==> config.mk <==
export PLATFORM = sky130hd
export DESIGN_NAME = uart_rx_fifo
export DESIGN_NICKNAME = d
export VERILOG_FILES = /design/src/rtl/uart_pkg.sv /design/src/rtl/uart_sync_fifo.sv /design/src/rtl/uart_rx_fifo.sv
export SDC_FILE = /design/constraint.sdc
export NUM_CORES = 1
export LEC_CHECK = 0
export BUFFER_PORTS_ARGS = -buffer_cell sky130_fd_sc_hd__buf_2
export CORE_MARGIN = 2
export CORE_UTILIZATION = 52
export CTS_CLUSTER_DIAMETER = 100
export DETAILED_ROUTE_END_ITERATION = 7
export GPL_TIMING_DRIVEN = 0
export PLACE_DENSITY_LB_ADDON = 0.05
export SETUP_SLACK_MARGIN = 0.3
export SLEW_MARGIN = 20
export SYNTH_ARGS = -nofsm -noshare
export SYNTH_HDL_FRONTEND = slang
export SYNTH_SLANG_ARGS = --single-unit
==> constraint.sdc <==
create_clock -name clk -period 2.8 [get_ports clk]
set_input_delay 0.42 -clock clk [delete_from_list [all_inputs] [get_ports clk]]
set_output_delay 0.42 -clock clk [all_outputs]
set_load 0.01 [all_outputs]
==> src/rtl/uart_pkg.sv <==
// Shared types and helpers for the UART receive path.
package uart_pkg;

    typedef enum logic [1:0] {
        PAR_NONE = 2'b00,
        PAR_EVEN = 2'b01,
        PAR_ODD  = 2'b10
    } parity_e;

    typedef enum logic [2:0] {
        ST_IDLE,
        ST_START,
        ST_DATA,
        ST_PARITY,
        ST_STOP,
        ST_WAIT_HIGH
    } rx_state_e;

    localparam int MAX_DATA_W = 9;

    // Returns the parity bit a correct transmitter would send for this data.
    function automatic logic parity_calc(input logic [MAX_DATA_W-1:0] data, input parity_e mode);
        case (mode)
            PAR_EVEN: return ^data;
            PAR_ODD:  return ~^data;
            default:  return 1'b0;
        endcase
    endfunction

endpackage

==> src/rtl/uart_sync_fifo.sv <==
// Synchronous FIFO; a push into a full FIFO is accepted only when a pop happens in the same cycle.
module uart_sync_fifo #(
    parameter int WIDTH = 10,
    parameter int DEPTH = 8
) (
    input  logic             clk,
    input  logic             reset,
    input  logic             push,
    input  logic             pop,
    input  logic [WIDTH-1:0] din,
    output logic [WIDTH-1:0] dout,
    output logic             full,
    output logic             empty
);
    localparam int AW = $clog2(DEPTH);

    logic [WIDTH-1:0] mem [DEPTH];
    logic [AW-1:0]    wr_ptr, rd_ptr;
    logic [AW:0]      count;
    logic             do_push, do_pop;

    assign empty   = (count == '0);
    assign full    = (count == (AW+1)'(DEPTH));
    assign do_pop  = pop && !empty;
    assign do_push = push && (!full || do_pop);
    assign dout    = empty ? '0 : mem[rd_ptr];

    always_ff @(posedge clk) begin
        if (do_push) mem[wr_ptr] <= din;
    end

    always_ff @(posedge clk) begin
        if (reset) begin
            wr_ptr <= '0;
            rd_ptr <= '0;
            count  <= '0;
        end else begin
            if (do_push) wr_ptr <= wr_ptr + 1'b1;
            if (do_pop)  rd_ptr <= rd_ptr + 1'b1;
            if (do_push && !do_pop)      count <= count + 1'b1;
            else if (do_pop && !do_push) count <= count - 1'b1;
        end
    end

endmodule

==> src/rtl/uart_rx_fifo.sv <==
// Oversampled UART receiver with per-frame error flags, receive FIFO and saturating error counter.
//   state        | meaning
//   ST_IDLE      | line idle, waiting for a low sample on a tick
//   ST_START     | half a bit in, confirm start bit (high = glitch)
//   ST_DATA      | sample DATA_W bits mid-bit, LSB first
//   ST_PARITY    | sample and check parity bit
//   ST_STOP      | sample 1 or 2 stop bits, push frame
//   ST_WAIT_HIGH | after framing error, hold off until line returns high
module uart_rx_fifo
    import uart_pkg::*;
#(
    parameter int DATA_W     = 8,
    parameter int OVERSAMPLE = 16,
    parameter int FIFO_DEPTH = 8,
    parameter int ERR_W      = 16
) (
    input  logic              clk,
    input  logic              reset,
    input  logic              b_tick,
    input  logic              rx_in,
    input  logic [1:0]        cfg_parity,
    input  logic              cfg_stop2,
    output logic [DATA_W-1:0] rd_data,
    output logic              rd_perr,
    output logic              rd_ferr,
    output logic              rd_valid,
    input  logic              rd_ready,
    output logic              overrun,
    output logic [ERR_W-1:0]  err_count,
    input  logic              err_clr
);
    localparam int TW = $clog2(OVERSAMPLE);
    localparam int BW = $clog2(DATA_W);
    localparam logic [TW-1:0] FULL_BIT = TW'(OVERSAMPLE - 1);
    localparam logic [TW-1:0] HALF_BIT = TW'(OVERSAMPLE / 2 - 1);

    logic              sync1, sync2;
    rx_state_e         state;
    logic [TW-1:0]     tick_cnt;
    logic [BW-1:0]     bit_cnt;
    logic [DATA_W-1:0] shreg;
    parity_e           par_q;
    logic              stop2_q, stop_second, perr_q;
    logic              sample, last_stop, push, push_ferr;
    logic              fifo_full, fifo_empty, drop, err_evt;

    assign sample    = b_tick && (tick_cnt == '0);
    assign last_stop = !stop2_q || stop_second;
    assign push_ferr = !sync2;
    assign push      = (state == ST_STOP) && sample && (push_ferr || last_stop);

    always_ff @(posedge clk) begin
        if (reset) begin
            sync1 <= 1'b1;
            sync2 <= 1'b1;
        end else begin
            sync1 <= rx_in;
            sync2 <= sync1;
        end
    end

    always_ff @(posedge clk) begin
        if (reset) begin
            state       <= ST_IDLE;
            tick_cnt    <= '0;
            bit_cnt     <= '0;
            shreg       <= '0;
            par_q       <= PAR_NONE;
            stop2_q     <= 1'b0;
            stop_second <= 1'b0;
            perr_q      <= 1'b0;
        end else begin
            // Down-counter runs on every tick; states reload it at each sample point.
            if (b_tick && tick_cnt != '0) tick_cnt <= tick_cnt - 1'b1;
            case (state)
                ST_IDLE: if (b_tick && !sync2) begin
                    state    <= ST_START;
                    tick_cnt <= HALF_BIT;
                    par_q    <= (cfg_parity == 2'b11) ? PAR_NONE : parity_e'(cfg_parity);
                    stop2_q  <= cfg_stop2;
                    perr_q   <= 1'b0;
                end
                ST_START: if (sample) begin
                    if (sync2) state <= ST_IDLE;
                    else begin
                        state    <= ST_DATA;
                        tick_cnt <= FULL_BIT;
                        bit_cnt  <= '0;
                    end
                end
                ST_DATA: if (sample) begin
                    shreg    <= {sync2, shreg[DATA_W-1:1]};
                    tick_cnt <= FULL_BIT;
                    if (bit_cnt == BW'(DATA_W - 1)) begin
                        bit_cnt     <= '0;
                        stop_second <= 1'b0;
                        state       <= (par_q == PAR_NONE) ? ST_STOP : ST_PARITY;
                    end else begin
                        bit_cnt <= bit_cnt + 1'b1;
                    end
                end
                ST_PARITY: if (sample) begin
                    perr_q   <= sync2 != parity_calc(MAX_DATA_W'(shreg), par_q);
                    tick_cnt <= FULL_BIT;
                    state    <= ST_STOP;
                end
                ST_STOP: if (sample) begin
                    if (!sync2)        state <= ST_WAIT_HIGH;
                    else if (last_stop) state <= ST_IDLE;
                    else begin
                        stop_second <= 1'b1;
                        tick_cnt    <= FULL_BIT;
                    end
                end
                ST_WAIT_HIGH: if (sync2) state <= ST_IDLE;
                default: state <= ST_IDLE;
            endcase
        end
    end

    uart_sync_fifo #(.WIDTH(DATA_W + 2), .DEPTH(FIFO_DEPTH)) u_fifo (
        .clk   (clk),
        .reset (reset),
        .push  (push),
        .pop   (rd_ready),
        .din   ({shreg, perr_q, push_ferr}),
        .dout  ({rd_data, rd_perr, rd_ferr}),
        .full  (fifo_full),
        .empty (fifo_empty)
    );

    assign rd_valid = !fifo_empty;
    // A full FIFO implies non-empty, so a same-cycle pop frees a slot.
    assign drop     = push && fifo_full && !rd_ready;
    assign err_evt  = drop || (push && !drop && (perr_q || push_ferr));

    always_ff @(posedge clk) begin
        if (reset) begin
            overrun   <= 1'b0;
            err_count <= '0;
        end else begin
            overrun <= drop;
            if (err_clr)                       err_count <= err_evt ? ERR_W'(1) : '0;
            else if (err_evt && !(&err_count)) err_count <= err_count + ERR_W'(1);
        end
    end

endmodule
==> results.yml, run 1 <==
outcome:
  outcome: "finished clean"
synth:
  synth_cells: 450
  async_flop_share_pct: 0
  ys_warn_count: 0
  netlist_area_mm2: 0.00574
  ys_seq_elements: 135
  synthAdderAreaFrac_pct: 2.31
  synth_nets: 469
  synthSimpleGateAreaFrac_pct: 14.0
  synth_xor_area_share_pct: 4.28
  syn_area_per_cell_um2: 12.7
  synth_compound_area_share_pct: 4.34
  synth_top_family_by_area: "simple AND/OR/NAND/NOR gates"
  synth.distinct_cells: 43
  synth-edff-count: 80
  synth_seq_area_share_pct: 61.1
  synth_ff_type: "edfxtp_1"
  muxShareOfSynthArea_pct: 12.0
worst_setup_path:
  crit_chain: "inv_2 > ha_4 > and4bb_4 > nand3_2 > nor2b_1 > buf_4 > ha_4 > inv_4 > ha_4 > a21o_1 > a21oi_2 > xnor2_2 > or3_1 > a21oi_1"
  reg2reg_slack_ns: 0.27
  critPathMaxStageDelay_ns: 0.35
  cp_top_family: "simple AND/OR/NAND/NOR gates"
  critPathKind: "flop to flop"
  worst-path-buf-inv: 3
  endpoint_kind: "flop"
  startpoint_type: "flop"
  timing.critical_path.mode_cell: "ha_4"
  required_ns: 3.25
  cp_slowest_cell: "or3_1"
  critPathMaxFanout: 4
  crit_arrival_ns: 2.98
clock_tree:
  cts_made_buffers: 17
  path_clk_slew_ns: 0.06
  insertion_delay_ns: 0.52
  cts-root-buf: "clkbuf_8"
  cts_htree_levels: 4
  clockBufferDepth: 2
  cts_hold_buf: 0
  clock_sinks: 135
  cts_tree: "yes"
routing:
  drc: 0
  drt.antenna.violating_nets: 0
  dr.pass1.iters: 4
  wl_per_cell_um: 17.5
  drt_wl_total_um: 11700
  via_per_inst: 5.49
  drtIter0Drc: 170
  vias: 3666
sta:
  tns_ns: 0
  fin_skew_ns: 0.0121
  max_slew_margin_pct: 40.4
  drv_slew: 0
  post-route-period-util_pct: 90.4
  min_period_ns: 2.53
  fmax_ghz: 0.395
  hold_viol_final: 0
  worst_pin_slew_ns: 0.893
  setup_viol: 0
  hold_ws_ns: 0.0821
  rsz0062_at_grt: "yes"
global_routing:
  grt_usage_pct: 21.1
  gr-total-overflow: 0
  grt_pass1_vias: 3513
  antenna_found_initial: 0
  grt_pass1_wl_um: 18300
  grt_max_degree: 17
die:
  die_w_um: 109
  io_pins: 37
  coreArea_mm2: 0.0108
  start_util_pct: 53.1
  dieHeight_um: 109
  die_area_mm2: 0.0119
  num_rows: 38
placed_design:
  place_congestion: 0.905
  dp_hpwl_um: 7480
  io_buffers: 36
  place_inst: 628
power:
  internal-power_mw: 4.46
  vdd_drop_max_mv: 0.419
  p_leak_nw: 2.41
  p_clk_share_pct: 42.5
  switching_share_pct: 25.1
  p_per_area_mw_per_mm2: 851
  comb_power_share_pct: 19.5
  p_seq_share_pct: 38.0
  total_switching_power_mw: 1.49
finish:
  final_layout_size_suffix_gt1_share_pct: 24.2
  final_cells: 668
  antenna_cells: 0
  nets: 534
  area_delta_synth_final_pct: 22.0
run:
  maxCapViolCount: 0
min_path:
  hp-class: "input pin to flop"
==> per-layer routing <==
| layer | part of all wire, % | routed length [µm] | global-route usage [%] |
|---|---|---|---|
| met1 | 45 | 5290 | 27.6 |
| met2 | 51 | 5990 | 35.4 |
| met3 | 2.6 | 301 | 4.78 |
| met4 | 1.1 | 123 | 6.23 |
| met5 | 0 | 0 | 0 |
==> layout make-up <==
type,count,area [µm²]
plain buffers,21,104
clock buffers,19,422
clock inverters,13,250
fillers,827,3800
inverters,7,28.8
multi-input cells,287,2250
flip-flops and latches,135,3500
well taps,140,175
repair buffers,46,259
==> logic make-up after synthesis <==
logic type | count (synthesis)
compound gates | 43
xor+xnor | 28
fa+ha+maj | 10
buf+inv | 28
flops | 135
mux | 44
simple gates | 162
==> registers in the layout (all words and copies together), names as in the netlist, 2 cells and up, named ones only <==
register	flops
par_q	2
u_fifo.rd_ptr	3
shreg	8
u_fifo.count	4
state	3
err_count	16
bit_cnt	3
u_fifo.mem	80
tick_cnt	4
u_fifo.wr_ptr	3
==> synthesized netlist by cell type, types with 3 or more instances <==
cell	count	area share, %
edfxtp_1	80	42
nor2_1	66	4.3
dfxtp_1	55	19
mux2i_1	24	4.2
xnor2_1	24	3.7
a21oi_1	22	1.9
mux4_2	20	7.9
nand2_1	17	1.1
clkbuf_1	15	0.98
nand3_1	15	1.3
nor3_1	13	1.1
and3_1	10	1.1
ha_1	9	2.0
nor3b_1	8	1.0
o21ai_0	8	0.70
inv_1	7	0.46
nand2b_1	6	0.65
nor2b_1	5	0.55
buf_2	4	0.35
or3_1	4	0.44
xor2_1	4	0.61
a31oi_1	3	0.33
nor4_1	3	0.33
or2_2	3	0.33
or4_1	3	0.39
==> through the flow <==
stage                     area, µm²  setup WS, ns  util, %  total power, mW
after floorplan                5770         0.317        -             3.04
after global placement         6130        -0.451     56.8             3.29
after detailed placement       6160        0.0672     57.0             3.32
after CTS                      6870         0.107     63.6             5.87
after global routing           7000         0.145     64.8             6.19
final                          7000         0.269     64.8             5.95
==> worst paths after layout <==
kind	startpoint	to	depth (start not counted)
setup / recovery	tick_cnt[0]$_SDFF_PP0_	u_fifo.count[3]$_SDFFE_PP0P_	14
setup reg to reg	tick_cnt[0]$_SDFF_PP0_	u_fifo.count[3]$_SDFFE_PP0P_	14
hold / removal	rx_in	sync1$_SDFF_PP1_	2
hold reg to reg	sync1$_SDFF_PP1_	sync2$_SDFF_PP1_	1
==> cell usage in the layout (no fill, tap or decap), types with 7 or more instances in the layout <==
cell type  instances
mux4_2            20
buf_4             10
dfxtp_1           54
bufinv_16          7
buf_2             38
clkbuf_16         16
nand3_1           14
and3_1            10
edfxtp_1          80
nor3_1            11
o21ai_0            8
a21oi_1           21
nor2_1            60
clkbuf_1          13
nand2_1           17
nor3b_1            8
mux2i_1           24
xnor2_1           23
==> repair_timing <==
item,in CTS,in global routing
gates cloned,0,0
setup endpoints to repair,76,64
pin swaps,0,7
resized for setup,13,15
buffers inserted,0,8
==> power groups by stage <==
| stage | Clock (mW) | Combinational [mW] | Sequential [mW] |
|---|---|---|---|
| final | 2.53 | 1.16 | 2.26 |
| after global routing | 2.64 | 1.28 | 2.27 |
| after CTS | 2.55 | 1.07 | 2.25 |
| after detailed placement | 0 | 1.04 | 2.28 |
| after global placement | 0 | 1.01 | 2.28 |
| after floorplan | 0 | 0.780 | 2.26 |
No activity file was read; power rests on OpenSTA's default activity.
==> inputs of run 2 (changes only) <==
MAX_ROUTING_LAYER = met4   (was not set)
==> run 2 against run 1 <==
  * Non-clock buffer count is the same
  * First-iteration DRC count shrank 1.8%
  * Clock skew shrank 0.0015 ns
  * Sequential cell count is the same
  * Critical path depth is the same
  * Worst hold slack gained 0.0011 ns
  * Clock power is essentially flat
  * Die area is the same
  * Power is essentially flat
  * Critical path type unchanged
  * Critical endpoint unchanged
  * Largest cell class unchanged
  * Largest power group unchanged
==> results.yml, run 2 (synthesized netlist as in run 1, its figures left out) <==
die:
  num_rows: 38
  die_w_um: 109
  die_area_mm2: 0.0119
  start_util_pct: 53.1
  io_pins: 37
  dieHeight_um: 109
  coreArea_mm2: 0.0108
power:
  p_per_area_mw_per_mm2: 850
  p_leak_nw: 2.41
  vdd_drop_max_mv: 0.413
finish:
  final_cell_mix: "80 x edfxtp_1, 60 x nor2_1, 54 x dfxtp_1"
  largest_register_ffs: 80
  regArea_mm2: 0.00350
  regMostFlops: "u_fifo.mem"
  antenna_cells: 0
  final_common_cell: "edfxtp_1"
  fillCellCount: 827
  nets: 534
  multiInputGateArea_mm2: 0.00225
  final_layout_size_suffix_gt1_share_pct: 24.2
  reg_top3: "u_fifo.mem: 80 flops, err_count: 16 flops, shreg: 8 flops"
  fin_util_pct: 64.8
  area_delta_synth_final_pct: 22.0
global_routing:
  grt_pass1_vias: 3515
  antenna_found_initial: 0
  grt_max_degree: 17
  gr-total-overflow: 0
  grt_pass1_wl_um: 18300
  grt_usage_pct: 21.8
worst_setup_path:
  required_ns: 3.25
  crit_chain: "inv_2 > ha_4 > and4bb_4 > nand3_2 > nor2b_1 > buf_4 > ha_4 > inv_4 > ha_4 > a21o_1 > a21oi_2 > xnor2_2 > or3_1 > a21oi_1"
  reg2reg_slack_ns: 0.27
  cp_slowest_cell: "or3_1"
  timing.critical_path.mode_cell: "ha_4"
  critPathKind: "flop to flop"
  endpoint_kind: "flop"
  critPathMaxStageDelay_ns: 0.35
  crit_arrival_ns: 2.98
  reg2reg_from: "tick_cnt[0]$_SDFF_PP0_"
  startpoint_type: "flop"
  rr_endpoint: "u_fifo.count[3]$_SDFFE_PP0P_"
  r2r_cells: 14
  critPathMaxFanout: 4
min_path:
  hp-class: "input pin to flop"
  holdPathEnd: "sync1$_SDFF_PP1_"
  hold_path.startpoint: "rx_in"
  hold_depth: 2
clock_tree:
  cts_htree_levels: 4
  path_clk_slew_ns: 0.06
  cts_tree: "yes"
  insertion_delay_ns: 0.52
  cts-root-buf: "clkbuf_8"
  cts_hold_buf: 0
  cts_made_buffers: 17
  clock_sinks: 135
  clockBufferDepth: 2
sta:
  max_slew_margin_pct: 40.4
  setup_viol: 0
  min_period_ns: 2.53
  fmax_ghz: 0.395
  post-route-period-util_pct: 90.5
  hold_viol_final: 0
  rsz0062_at_grt: "yes"
  drv_slew: 0
  worst_pin_slew_ns: 0.894
  hold_ws_ns: 0.0832
  fin_skew_ns: 0.0106
routing:
  drt_wl_total_um: 11700
  vias: 3665
  wl_per_cell_um: 17.5
  drtIter0Drc: 167
  via_per_inst: 5.49
  drt.antenna.violating_nets: 0
  drc: 0
  dr.pass1.iters: 5
placed_design:
  place_congestion: 0.921
  dp_hpwl_um: 7480
  io_buffers: 36
outcome:
  outcome: "finished clean"
run:
  maxCapViolCount: 0
[run 2: through the flow]
step	cell area, µm²	TNS [ns]	setup WS [ns]	power [mW]	instances
2_1_floorplan	5770	0	0.317	3.04	450
3_3_place_gp	6130	-8.82	-0.451	3.29	626
3_5_place_dp	6160	0	0.0672	3.32	628
4_1_cts	6870	0	0.107	5.87	660
5_1_grt	7000	0	0.145	6.19	668
6_report	7000	0	0.267	5.95	668
[run 2: power breakdown]
| part | internal, mW | switching, mW | total (mW) |
|---|---|---|---|
| registers | 2.17 | 0.0893 | 2.26 |
| logic | 0.572 | 0.587 | 1.16 |
| clock network | 1.71 | 0.814 | 2.53 |
| total | 4.46 | 1.49 | 5.95 |
[run 2: routing by layer]
layer  GRT usage [%]  wire [µm]  vias to the layer above
li1                -          -                     1778
met1            27.7       5340                     1827
met2            35.4       6030                       51
met3            4.66        234                        9
met4            6.23         99                        0
met5               -          0                        -
[run 2: cell type report]
| cell class | instances | share of cell area, % |
|---|---|---|
| sequential | 135 | 50.1 |
| multi-input combinational | 287 | 32.2 |
| clock buffer | 19 | 6.03 |
| timing repair buffer | 46 | 3.70 |
| clock inverter | 13 | 3.58 |
| tap | 140 | 2.50 |
| buffer | 21 | 1.48 |
| inverter | 7 | 0.411 |
[run 2: critical path, delay by kind of cell, from the launching register on]
family          cells  cell delay, ns
fa+ha+maj           3            0.50
buf+inv             3            0.26
flops               1            0.32
xor+xnor            1            0.09
simple gates        4            0.83
compound gates      3            0.46
[run 2: worst max-delay path by stage]
stage | depth (start not counted) | start | end | slack, ns
2_1_floorplan | 14 | tick_cnt[1]$_SDFF_PP0_ | u_fifo.count[3]$_SDFFE_PP0P_ | 0.32
3_3_place_gp | 7 | b_tick | u_fifo.mem[4][7]$_DFFE_PP_ | -0.45
3_5_place_dp | 7 | b_tick | u_fifo.mem[6][7]$_DFFE_PP_ | 0.07
4_1_cts | 14 | tick_cnt[0]$_SDFF_PP0_ | u_fifo.count[3]$_SDFFE_PP0P_ | 0.11
5_1_grt | 14 | tick_cnt[0]$_SDFF_PP0_ | u_fifo.count[3]$_SDFFE_PP0P_ | 0.14
6_report | 14 | tick_cnt[0]$_SDFF_PP0_ | u_fifo.count[3]$_SDFFE_PP0P_ | 0.27
[run 2: timing repair]
action                                  4_1_cts  5_1_grt
endpoints found under the setup margin       76       64
resized for setup                            13       15
setup buffers                                 0        8
pin swaps                                     0        7
